<file path="config.mk">
export PLATFORM = sky130hd
export DESIGN_NAME = timer_ctrl_flat
export DESIGN_NICKNAME = d
export VERILOG_FILES = /design/src/rtl/timer_ctrl_if.sv /design/src/rtl/timer_ctrl.sv /design/src/flat_wrapper.sv
export SDC_FILE = /design/constraint.sdc
export NUM_CORES = 1
export LEC_CHECK = 0
export ABC_AREA = 0
export BUFFER_PORTS_ARGS = -buffer_cell sky130_fd_sc_hd__buf_4
export CELL_PAD_IN_SITES_DETAIL_PLACEMENT = 0
export CELL_PAD_IN_SITES_GLOBAL_PLACEMENT = 1
export CORE_UTILIZATION = 40
export CTS_BUF_LIST = sky130_fd_sc_hd__clkbuf_8
export DETAILED_ROUTE_END_ITERATION = 16
export PLACE_DENSITY_LB_ADDON = 0.1
export SYNTH_ARGS = -nofsm -noshare
export SYNTH_HDL_FRONTEND = slang
export SYNTH_SLANG_ARGS = --single-unit
</file>
<file path="constraint.sdc">
create_clock -name clk -period 2.3 [get_ports clk]
set_input_delay 0.345 -clock clk [delete_from_list [all_inputs] [get_ports clk]]
set_output_delay 0.345 -clock clk [all_outputs]
set_load 0.01 [all_outputs]
</file>
<file path="src/rtl/timer_ctrl_if.sv">
// Signal bundle between the cooking-timer controller and its keypad, door
// sensor, tick source and mm:ss down-counter chain.
`timescale 1ns/1ps

interface timer_ctrl_if;
   logic        key_valid;
   logic [3:0]  key_digit;
   logic        start;
   logic        stop_clear;
   logic        door_closed;
   logic        tick;
   logic        timer_zero;
   logic [15:0] preset;
   logic        load;
   logic        enablen;
   logic        cook_on;
   logic        done;
   logic [2:0]  state;

   // Keypad / sensor / counter side.
   modport master (
      output key_valid, key_digit, start, stop_clear, door_closed, tick, timer_zero,
      input  preset, load, enablen, cook_on, done, state
   );

   // Controller side.
   modport slave (
      input  key_valid, key_digit, start, stop_clear, door_closed, tick, timer_zero,
      output preset, load, enablen, cook_on, done, state
   );
endinterface

</file>
<file path="src/rtl/timer_ctrl.sv">
// Cooking-timer controller: BCD keypad entry, load/run/pause sequencing of an
// external mm:ss down-counter chain, and a tick-timed DONE indication.
`timescale 1ns/1ps

module timer_ctrl #(
   parameter int unsigned DONE_TICKS = 3   // legal 1..15
) (
   input  logic         clk,
   input  logic         rst,
   timer_ctrl_if.slave  bus
);

   typedef enum logic [2:0] {
      S_IDLE  = 3'd0,
      S_ENTRY = 3'd1,
      S_LOAD  = 3'd2,
      S_RUN   = 3'd3,
      S_PAUSE = 3'd4,
      S_DONE  = 3'd5
   } state_t;

   localparam logic [3:0] LAST_TICK = 4'(DONE_TICKS - 1);

   state_t      state_q, state_d;
   logic [15:0] preset_q, preset_d;
   logic [3:0]  tick_cnt_q, tick_cnt_d;

   logic        key_ok;
   logic [15:0] preset_shift;

   assign key_ok       = bus.key_valid && (bus.key_digit <= 4'd9);
   assign preset_shift = {preset_q[11:0], bus.key_digit};

   // NOTE: state registers use non-blocking assignments so every flop samples
   // the pre-edge values of the others, independent of process ordering.
   always_ff @(posedge clk or negedge rst) begin
      if (!rst) begin
         state_q    <= S_IDLE;
         preset_q   <= 16'h0000;
         tick_cnt_q <= 4'd0;
      end else begin
         state_q    <= state_d;
         preset_q   <= preset_d;
         tick_cnt_q <= tick_cnt_d;
      end
   end

   // NOTE: every variable gets a default before the case so no path through
   // the block leaves one unassigned, which would infer a latch.
   always_comb begin
      state_d    = state_q;
      preset_d   = preset_q;
      tick_cnt_d = tick_cnt_q;

      case (state_q)
         S_IDLE: begin
            if (key_ok) begin
               preset_d = preset_shift;
               state_d  = S_ENTRY;
            end
         end

         S_ENTRY: begin
            // start owns the cycle even when it cannot launch the run.
            if (bus.start) begin
               if (bus.door_closed && (preset_q != 16'h0000))
                  state_d = S_LOAD;
            end else if (bus.stop_clear) begin
               preset_d = 16'h0000;
               state_d  = S_IDLE;
            end else if (key_ok) begin
               preset_d = preset_shift;
            end
         end

         S_LOAD: begin
            state_d = S_RUN;
         end

         S_RUN: begin
            if (bus.timer_zero) begin
               tick_cnt_d = 4'd0;
               state_d    = S_DONE;
            end else if (!bus.door_closed || bus.stop_clear) begin
               state_d = S_PAUSE;
            end
         end

         S_PAUSE: begin
            if (bus.stop_clear) begin
               preset_d = 16'h0000;
               state_d  = S_IDLE;
            end else if (bus.start && bus.door_closed) begin
               state_d = S_RUN;
            end
         end

         S_DONE: begin
            if (bus.stop_clear) begin
               preset_d = 16'h0000;
               state_d  = S_IDLE;
            end else if (bus.tick) begin
               if (tick_cnt_q == LAST_TICK) begin
                  tick_cnt_d = 4'd0;
                  preset_d   = 16'h0000;
                  state_d    = S_IDLE;
               end else begin
                  tick_cnt_d = tick_cnt_q + 4'd1;
               end
            end
         end

         default: begin
            state_d = S_IDLE;
         end
      endcase
   end

   // Everything except enablen is a pure decode of registered state.
   assign bus.preset  = preset_q;
   assign bus.state   = state_q;
   assign bus.load    = (state_q == S_LOAD);
   assign bus.cook_on = (state_q == S_RUN);
   assign bus.done    = (state_q == S_DONE);

   // Combinational so the counter decrements on the tick cycle itself.
   assign bus.enablen = (state_q == S_RUN)
                      ? !(bus.tick && bus.door_closed && !bus.timer_zero)
                      : 1'b1;

endmodule

</file>
<file path="src/flat_wrapper.sv">
// flat-port wrapper written by rule: the top's interface ports become plain ports
module timer_ctrl_flat 
#(
   parameter int unsigned DONE_TICKS = 3                 
)
  (clk, rst, bus_key_valid, bus_key_digit, bus_start, bus_stop_clear, bus_door_closed, bus_tick, bus_timer_zero, bus_preset, bus_load, bus_enablen, bus_cook_on, bus_done, bus_state);
  timer_ctrl_if bus_i ();
  input  logic clk;
  input  logic rst;
  input wire logic [$bits(bus_i.key_valid)-1:0] bus_key_valid;
  input wire logic [$bits(bus_i.key_digit)-1:0] bus_key_digit;
  input wire logic [$bits(bus_i.start)-1:0] bus_start;
  input wire logic [$bits(bus_i.stop_clear)-1:0] bus_stop_clear;
  input wire logic [$bits(bus_i.door_closed)-1:0] bus_door_closed;
  input wire logic [$bits(bus_i.tick)-1:0] bus_tick;
  input wire logic [$bits(bus_i.timer_zero)-1:0] bus_timer_zero;
  output wire logic [$bits(bus_i.preset)-1:0] bus_preset;
  output wire logic [$bits(bus_i.load)-1:0] bus_load;
  output wire logic [$bits(bus_i.enablen)-1:0] bus_enablen;
  output wire logic [$bits(bus_i.cook_on)-1:0] bus_cook_on;
  output wire logic [$bits(bus_i.done)-1:0] bus_done;
  output wire logic [$bits(bus_i.state)-1:0] bus_state;
  assign bus_i.key_valid = bus_key_valid;
  assign bus_i.key_digit = bus_key_digit;
  assign bus_i.start = bus_start;
  assign bus_i.stop_clear = bus_stop_clear;
  assign bus_i.door_closed = bus_door_closed;
  assign bus_i.tick = bus_tick;
  assign bus_i.timer_zero = bus_timer_zero;
  assign bus_preset = bus_i.preset;
  assign bus_load = bus_i.load;
  assign bus_enablen = bus_i.enablen;
  assign bus_cook_on = bus_i.cook_on;
  assign bus_done = bus_i.done;
  assign bus_state = bus_i.state;
  timer_ctrl #(.DONE_TICKS(DONE_TICKS)) u_core (.clk(clk), .rst(rst), .bus(bus_i));
endmodule
</file>
Word-level counts from Yosys, hierarchy flattened:

Index checks and enable logic that the tools add are counted.

* bits of input ports: 12
* bits in registers: 23
* logic and storage cells: 65
* output and inout port bits: 23

* mux-type cells: 26
* reduce and logical (&&, ||, !) cells: 16
* equal/unequal tests: 18
* add/sub/neg operators: 1
* $lt $le $gt $ge: 1

Operators by type and width (number)
* 2-to-1 mux 16 bit: 7
* case mux 16 bit (4 select lines): 1
* 2-to-1 mux 3 bit: 11
* case mux 3 bit (6 select lines): 1
* 2-to-1 mux 4 bit: 4
* nonzero test 16 bit: 1
* inequality test 3 x 2 -> 1 bit, second input constant: 4
* inequality test 2 bit, second input constant: 5
* case mux 4 bit (2 select lines): 1
* AND reduction 7 bit: 1
* == test 3 x 2 -> 1 bit, second input constant: 2
* == test 3 bit, second input constant: 2
* inequality test 3 bit, second input constant: 2
* logical AND 1 bit: 5
* AND reduction 5 bit: 1
* adder 4 x 1 -> 4 bit, second input constant: 1
* == test 4 x 2 -> 1 bit, second input constant: 1
* <= comparator 4 bit, second input constant: 1
* AND reduction 4 bit: 1
* nonzero test 4 bit: 1
* == test 3 x 1 -> 1 bit, second input constant: 1
* logical NOT 1 bit: 3
* logical NOT 3 bit: 1
* inequality test 2 x 1 -> 1 bit, second input constant: 1
* 3 further kinds: 3

Depth between registers and ports, before layout:

Gate-level depths: netlist of run 1.

* depth after elaboration: 6
* gate-level depth with buffers: 8
* gate-level depth less buffers: 7

Worst setup path after synthesis of run 1:

No wires, ideal clock.

* path type: register to register
* start point: register u_core.tick_cnt_q[0]
* end point: register u_core.preset_q[0] (netlist: u_core.bus.preset[0])
* path slack: 389 ps
* clock period less this slack: 1911 ps
* buffers on the path: 1
* stages on the path, launching flop included: 9
* arrival time: 1779 ps
* setup time: 132 ps
* data required time: 2168 ps
* path through: dfrtp_1 > inv_1 > ha_1 > and4bb_1 > a21oi_2 > nor4_4 > buf_6 > mux2i_1 > nor2_1

* word-level cells in the longest chain between the ends: 3

Ends and longest elaborated chain
* start, declared: RTL line timer_ctrl.sv:26 `logic [3:0] tick_cnt_q, tick_cnt_d;`
* start signal, assigned: RTL line timer_ctrl.sv:44 `tick_cnt_q <= tick_cnt_d;`
* == test 4 x 2 -> 1 bit: RTL line timer_ctrl.sv:103 `if (tick_cnt_q == LAST_TICK) begin`
* inequality test 3 x 2 -> 1 bit (no source line)
* AND reduction 5 bit (no source line)
* end signal, assigned: RTL line timer_ctrl.sv:43 `preset_q <= preset_d;`
* end, declared: RTL line timer_ctrl.sv:25 `logic [15:0] preset_q, preset_d;`

Every way passes these cells.
A chain may end at the register's enable or synchronous reset.

Final worst setup path of run 1:

* start point: register u_core.preset_q[11] (netlist: u_core.bus.preset[11])
* end point: register u_core.state_q[1] (netlist: u_core.bus.state[1])

* word-level cells in the longest chain between the ends: 4

Ends and longest elaborated chain
* nonzero test 16 bit: RTL line timer_ctrl.sv:66 `if (bus.door_closed && (preset_q != 16'h0000))`
* logical AND 1 bit: RTL line timer_ctrl.sv:66
* inequality test 3 x 2 -> 1 bit (no source line)
* AND reduction 7 bit (no source line)
* end signal, assigned: RTL line timer_ctrl.sv:42 `state_q <= state_d;`
* end, declared: RTL line timer_ctrl.sv:24 `state_t state_q, state_d;`

Every way passes these cells.

==> key figures, run 1 <==
Run status
  • Status: finished, violations left
  • Failing checks: design-rule violations

Routing
  • DR vias/cell: 5.438
  • Drt first pass iters: 10
  • Detail Route Antenna Nets: 0
  • Via count: 1044
  • Iteration-0 DRC Markers: 40
  • Routed WL: 2.776 mm
  • Wire per inst: 14.46 µm
  • Drt drc: 2

Synthesis
  • Syn_nets: 140
  • Register area share after synthesis: 45.95%
  • Synth cell types: 36
  • Synthesized instance count: 126
  • Seq cells post-synth: 23
  • Synth Area per Inst: 9.940 µm²
  • EDFF count, synth: 0
  • Dominant cells by area after synthesis: dfrtp_1 (46%), mux2i_1 (12%), nor2_1 (6.6%), nand2b_1 (3.0%), o21ai_0 (2.8%)
  • Yosys warns: 0
  • Top_reg_cell synth: dfrtp_1
  • Async SR Flop Fraction: 100.0%
  • Yosys top cell area share: 45.95%
  • Synth Cell Area: 1252 µm²
  • Cell taking the most area after synthesis: dfrtp_1

Setup path
  • Worst Path Required: 2.45 ns
  • Flop-to-flop setup slack: 0.33 ns
  • Worst r2r src: u_core.bus.preset[11]$_DFFE_PN0P_
  • Reg2reg path depth: 5
  • Nature of the critical path startpoint: register
  • Reg2Reg Capture Point: u_core.bus.state[1]$_DFFE_PN0P_
  • Crit-path slowest cell: a2111o_1
  • Worst path cell trace: nor4_1 -> nand4_1 -> a2111o_1 -> nand3_1 -> mux2_2
  • Worst Setup End Kind: register
  • Setup CP Type: register to register
  • Critical Path Fanout Max: 4
  • WP data arrival: 2.12 ns
  • CP peak stage delay: 0.44 ns

Timing
  • Final Skew: 0.002112 ns
  • Fmax: 0.5071 GHz
  • RSZ-0062 raised after global routing: no
  • Total negative slack: 0 ns
  • Endpoints failing setup: 0
  • Slew HR: 57.77%
  • Final period utilization: 85.75%
  • Slew Viols, Final: 0
  • Tmin final: 1.972 ns
  • Hold Slack: 0.2984 ns
  • Slew @ Worst Pin: 0.6327 ns
  • Fin. Hold Viols: 0

Floorplanning
  • IO Pins: 35
  • Die area: 3359 µm²
  • Initial Util: 43.90%
  • Die width: 57.96 µm
  • Vert. Die Dim: 57.96 µm
  • # rows: 19
  • Core ar.: 2853 µm²

Power and ir drop
  • PwrDens: 1195 nW/µm²
  • Leakage power: 0.7487 nW
  • Maximum vdd ir drop: 0.6901 mV

Min path
  • Hold Crit Class: input pin to register
  • Worst Min Path Start: bus_key_valid
  • Min-Delay Path Depth: 2
  • Worst Hold Path EP: u_core.bus.preset[3]$_DFFE_PN0P_

Clock network
  • CTS Buffer Depth: 2
  • Insertion delay to the later sink of the worst-skew pair: 0.26 ns
  • Inserted Clock Buffers: 3
  • Root buf cell: clkbuf_8
  • CTS tree: yes
  • Reg clk slew, reported paths: 0.08 ns
  • # clock sinks: 23
  • H-tree depth: 1

Flow run
  • Max Cap Violations: 0

Cells and area
  • ANT cells: 0
  • Share of post-route cells with drive strength above 1: 27.33%
  • Final Cell Area: 1583 µm²
  • Area Overhead vs Synth: 26.37%
  • Finished Core Util: 55.48%
  • Final #Nets: 176

Place
  • Final GP Congestion: 0.8048
  • Post-DP HPWL: 2.045 mm
  • # port buffers: 34
  • Area after DPL: 1521 µm²

Global routing
  • Initial antenna violation count: 0
  • Largest net degree at the start of global routing: 24
  • Vias in the first global route: 988
  • Global-route wire length before repair: 4.657 mm
  • Remaining global-route overflow: 0
  • Total GRT Usage: 17.60%
==> cell usage in the layout, fill, tap and decap left out, drive strengths merged, types with 2 or more instances in the layout <==
| cell | instances |
|---|---|
| nor2b | 2 |
| nor2 | 22 |
| ha | 2 |
| mux2i | 15 |
| clkbuf | 3 |
| nand3 | 3 |
| nand2 | 5 |
| buf | 35 |
| a22oi | 3 |
| nor4 | 5 |
| a22o | 2 |
| a21oi | 2 |
| o31ai | 2 |
| dfrtp | 23 |
| nand4 | 2 |
| nand2b | 6 |
| nor3 | 4 |
| o21ai | 8 |
| inv | 4 |
==> worst max path at each step <==
stage                                 startpoint                                end  slack [ns]  cells past startpoint
5_1_grt         u_core.tick_cnt_q[0]$_DFFE_PN0P_  u_core.bus.preset[14]$_DFFE_PN0P_        0.18                      8
2_1_floorplan   u_core.tick_cnt_q[0]$_DFFE_PN0P_   u_core.bus.preset[0]$_DFFE_PN0P_        0.39                      8
3_5_place_dp    u_core.tick_cnt_q[0]$_DFFE_PN0P_   u_core.bus.preset[6]$_DFFE_PN0P_        0.14                      7
6_report       u_core.bus.preset[11]$_DFFE_PN0P_    u_core.bus.state[1]$_DFFE_PN0P_        0.33                      5
4_1_cts         u_core.tick_cnt_q[0]$_DFFE_PN0P_  u_core.bus.preset[14]$_DFFE_PN0P_        0.12                      7
3_3_place_gp    u_core.tick_cnt_q[0]$_DFFE_PN0P_  u_core.bus.preset[14]$_DFFE_PN0P_        0.24                      7
==> synth_stat cells (3+ instances only) <==
library cell  instances
nor4_1                4
inv_1                 4
mux2i_1              15
dfrtp_1              23
a22oi_1               3
nand2b_1              6
o21ai_0               7
nand3_1               3
nor2_1               22
nor3_1                3
nand2_1               5
==> repair_timing <==
action,CTS,global route
buffers inserted,0,0
resized for setup,0,1
hold endpoints to repair,23,0
hold buffers,1,0
setup endpoints to repair,0,16
==> layer usage <==
layer  GRT usage (%)  vias to the layer above  wire length (µm)
li1                -                      525                 -
met1           26.22                      503              1385
met2           28.08                       16              1304
met3           3.348                        0                85
met4           1.020                        0                 0
met5               0                        -                 0
==> sequential cells by signal (all words and copies together) (netlist names) <==
signal	cells
u_core.bus.preset	16
u_core.bus.state	3
u_core.tick_cnt_q	4
==> cells by family after synthesis <==
family / after synthesis / synth area share (%)
compound gates: 22 / 11.89
fa+ha+maj: 2 / 1.998
buf+inv: 9 / 3.796
flops: 23 / 45.95
mux: 16 / 12.89
simple gates: 54 / 23.48
==> worst max-delay path: cells and delay by family, from the launching register on <==
kind / cells / cell delay (ns)
flip-flops: 1 / 0.42
AO/OA/AOI/OAI: 1 / 0.44
AND/OR/NAND/NOR: 3 / 0.66
multiplexers: 1 / 0.34
==> where the power goes <==
group          internal (mW)  switching (mW)
clock network          0.122           0.129
registers              0.543           0.215
logic                  0.443           0.439
==> cell type report <==
type / instances / area, µm²
fillers: 266 / 1270
multi-input cells: 94 / 631.9
flip-flops and latches: 23 / 575.6
repair buffers: 36 / 272.8
clock buffers: 3 / 41.29
well taps: 31 / 38.79
inverters: 4 / 15.01
clock inverters: 1 / 7.507
==> through the flow <==
stage | power (mW) | worst slack [ns] | std cells
6_report | 1.891 | 0.3278 | 192
5_1_grt | 2.046 | 0.1768 | 192
4_1_cts | 1.905 | 0.1231 | 192
3_5_place_dp | 1.649 | 0.1351 | 187
3_3_place_gp | 1.629 | 0.2376 | 187
2_1_floorplan | 1.286 | 0.3888 | 126
Power figures use the tool's default switching activity.
==> run 2, diff against run 1 <==
--- a/config.mk
+++ b/config.mk
@@ -5,11 +5,11 @@
 export SDC_FILE = /design/constraint.sdc
 export NUM_CORES = 1
 export LEC_CHECK = 0
-export ABC_AREA = 0
+export ABC_AREA = 1
 export BUFFER_PORTS_ARGS = -buffer_cell sky130_fd_sc_hd__buf_4
 export CELL_PAD_IN_SITES_DETAIL_PLACEMENT = 0
 export CELL_PAD_IN_SITES_GLOBAL_PLACEMENT = 1
-export CORE_UTILIZATION = 40
+export CORE_UTILIZATION = 39
 export CTS_BUF_LIST = sky130_fd_sc_hd__clkbuf_8
 export DETAILED_ROUTE_END_ITERATION = 16
 export PLACE_DENSITY_LB_ADDON = 0.1
==> key figures, run 2 <==
Setup path
  • Crit-path slowest cell: dfrtp_1
  • Reg2Reg Capture Point: u_core.bus.preset[13]$_DFFE_PN0P_
  • Worst path top cell family by delay: flip-flops
  • CP peak stage delay: 0.53 ns
  • Worst Path Required: 1.96 ns
  • CP most frequent cell: nand3_1
  • WP data arrival: 1.55 ns
  • Worst path cell trace: inv_1 -> nand3_1 -> nor2_2 -> nand3_1 -> buf_4
  • Nature of the critical path startpoint: register
  • Flop-to-flop setup slack: 0.64 ns
  • Worst Setup End Kind: output pin
  • Buf+Inv Stages, Crit Path: 2
  • Reg2reg path depth: 7
  • Setup CP Type: register to output pin
  • Critical Path Fanout Max: 8
  • Worst r2r src: u_core.bus.state[0]$_DFFE_PN0P_

Synthesis
  • Synth Area per Inst: 6.288 µm²
  • Seq cells post-synth: 23
  • Top_reg_cell synth: dfrtp_1
  • Cell taking the most area after synthesis: dfrtp_1
  • Yosys top cell area share: 33.77%
  • Register area share after synthesis: 33.77%
  • Syn_nets: 285
  • EDFF count, synth: 0
  • Yosys warns: 0
  • Synth cell types: 24
  • Synth Cell Area: 1704 µm²
  • Dominant cells by area after synthesis: dfrtp_1 (34%), nand2_1 (31%), nand3_1 (12%), nor2_1 (4.4%), inv_1 (2.4%)
  • Synthesized instance count: 271
  • Cell with the most instances after synthesis: nand2_1
  • Post-synth top cells: nand2_1 (140), nand3_1 (42), dfrtp_1 (23), nor2_1 (20), inv_1 (11)
  • Async SR Flop Fraction: 100.0%

Timing
  • Tmin final: 1.895 ns
  • Fin. Hold Viols: 0
  • Slew HR: 72.17%
  • Slew @ Worst Pin: 0.4174 ns
  • Final period utilization: 82.38%
  • Fmax: 0.5277 GHz
  • Setup slack after layout: 0.4052 ns
  • Slew Viols, Final: 0
  • Final Skew: 0.002441 ns
  • Endpoints failing setup: 0
  • Total negative slack: 0 ns
  • RSZ-0062 raised after global routing: no

Min path
  • Hold Crit Class: input pin to register
  • Worst Min Path Start: bus_timer_zero
  • Min-Delay Path Depth: 4
  • Worst Hold Path EP: u_core.bus.state[1]$_DFFE_PN0P_

Floorplanning
  • Vert. Die Dim: 68.10 µm
  • # rows: 23
  • Initial Util: 41.70%
  • Die width: 68.10 µm
  • Core ar.: 4086 µm²
  • Die area: 4638 µm²
  • IO Pins: 35

Cells and area
  • ANT cells: 0
  • Final #Nets: 319
  • Most frequent cells in the layout: nand2_1 (140), nand3_1 (42), buf_4 (38), dfrtp_1 (23), nor2_1 (20)
  • Most common cell after layout, fill and taps aside: nand2_1
  • Area Overhead vs Synth: 19.82%
  • Largest register FFs: 16
  • Share of post-route cells with drive strength above 1: 16.78%
  • Layout fillers: 431

Routing
  • Wire per inst: 12.62 µm
  • Drt first pass iters: 4
  • Routed WL: 4.466 mm
  • Drt drc: 0
  • DR vias/cell: 5.037
  • Iteration-0 DRC Markers: 98
  • Via count: 1783
  • Detail Route Antenna Nets: 0

Global routing
  • Vias in the first global route: 1542
  • Largest net degree at the start of global routing: 24
  • Total GRT Usage: 21.24%
  • Global-route wire length before repair: 7.369 mm
  • Remaining global-route overflow: 0
  • Initial antenna violation count: 0

Place
  • Post-DP HPWL: 3.087 mm
  • # port buffers: 34
  • Final GP Congestion: 0.8027
  • Place WS: 0.6414 ns

Power and ir drop
  • PwrDens: 1149 nW/µm²
  • Leakage power: 1.205 nW
  • Maximum vdd ir drop: 0.4757 mV

Clock network
  • Reg clk slew, reported paths: 0.08 ns
  • Inserted Clock Buffers: 3
  • CTS tree: yes
  • # clock sinks: 23
  • Post-CTS Resized: 0
  • Post-CTS Repair Setup Buffers: 0
  • H-tree depth: 1
  • Hold buffers post-CTS: 1
  • Insertion delay to the later sink of the worst-skew pair: 0.27 ns
  • Root buf cell: clkbuf_8
  • CTS Buffer Depth: 2

Flow run
  • Max Cap Violations: 0

Run status
  • Status: completed
[run 2: area by class of cell]
cell class / count / area [µm²] / area share (%)
Inverter: 13 / 51.30 / 2.512
Clock inverter: 1 / 3.754 / 0.1838
Clock buffer: 3 / 41.29 / 2.022
Timing Repair Buffer: 39 / 295.3 / 14.46
Sequential cell: 23 / 575.6 / 28.19
Tap cell: 50 / 62.56 / 3.064
Multi-Input combinational cell: 225 / 1012 / 49.57
[run 2: worst max-delay path by stage]
stage	depth (start not counted)	from	slack [ns]	endpoint
after CTS	5	u_core.bus.state[2]$_DFFE_PN0P_	0.40	bus_enablen
after global placement	8	u_core.tick_cnt_q[0]$_DFFE_PN0P_	0.67	u_core.bus.preset[6]$_DFFE_PN0P_
after floorplan	5	u_core.bus.state[2]$_DFFE_PN0P_	0.92	bus_enablen
final	5	u_core.bus.state[2]$_DFFE_PN0P_	0.41	bus_enablen
after global routing	5	u_core.bus.state[2]$_DFFE_PN0P_	0.31	bus_enablen
after detailed placement	7	u_core.bus.state[0]$_DFFE_PN0P_	0.64	u_core.bus.preset[10]$_DFFE_PN0P_
[run 2: worst reg2reg max path: stages (launching register included)]
cell and delay (ns):
dfrtp_1 0.55, nand2_4 0.12, nor2_8 0.26, nand2_4 0.10, nand4_4 0.24, inv_4 0.14
nand2_1 0.10, nand2_1 0.05
[run 2: kinds of logic after synthesis]
group           count (synthesis)  share of synthesized area (%)
simple gates                  215                          54.85
buf+inv                        23                          6.828
flops                          23                          33.77
compound gates                  6                          2.055
xor+xnor                        2                          1.028
fa+ha+maj                       2                          1.468
[run 2: metal layers]
metal	share of wire (%)	GRT usage [%]	vias up
met2	46	36.03	38
met3	3.5	2.167	5
met4	1.1	5.469	0
li1	-	-	929
met1	49	28.53	811
met5	0	0	-
[run 2: power by group]
part	internal [mW]	leakage (nW)	switching, mW
combinational	0.512	0.869	0.805
sequential	0.551	0.310	0.224
clock	0.119	0.0269	0.134
total	1.18	1.21	1.16
[run 2: metrics by stage]
stage | utilization, % | power (mW) | instance area, µm² | hold slack (ns) | cells
after detailed placement | 48.62 | 2.119 | 1987 | 0.2697 | 349
after global placement | 48.62 | 2.110 | 1987 | 0.2696 | 349
after CTS | 49.97 | 2.375 | 2042 | 0.3562 | 354
after global routing | 49.97 | 2.598 | 2042 | 0.3606 | 354
final | 49.97 | 2.346 | 2042 | 0.3590 | 354
after floorplan | - | 1.683 | 1704 | 0.04941 | 271
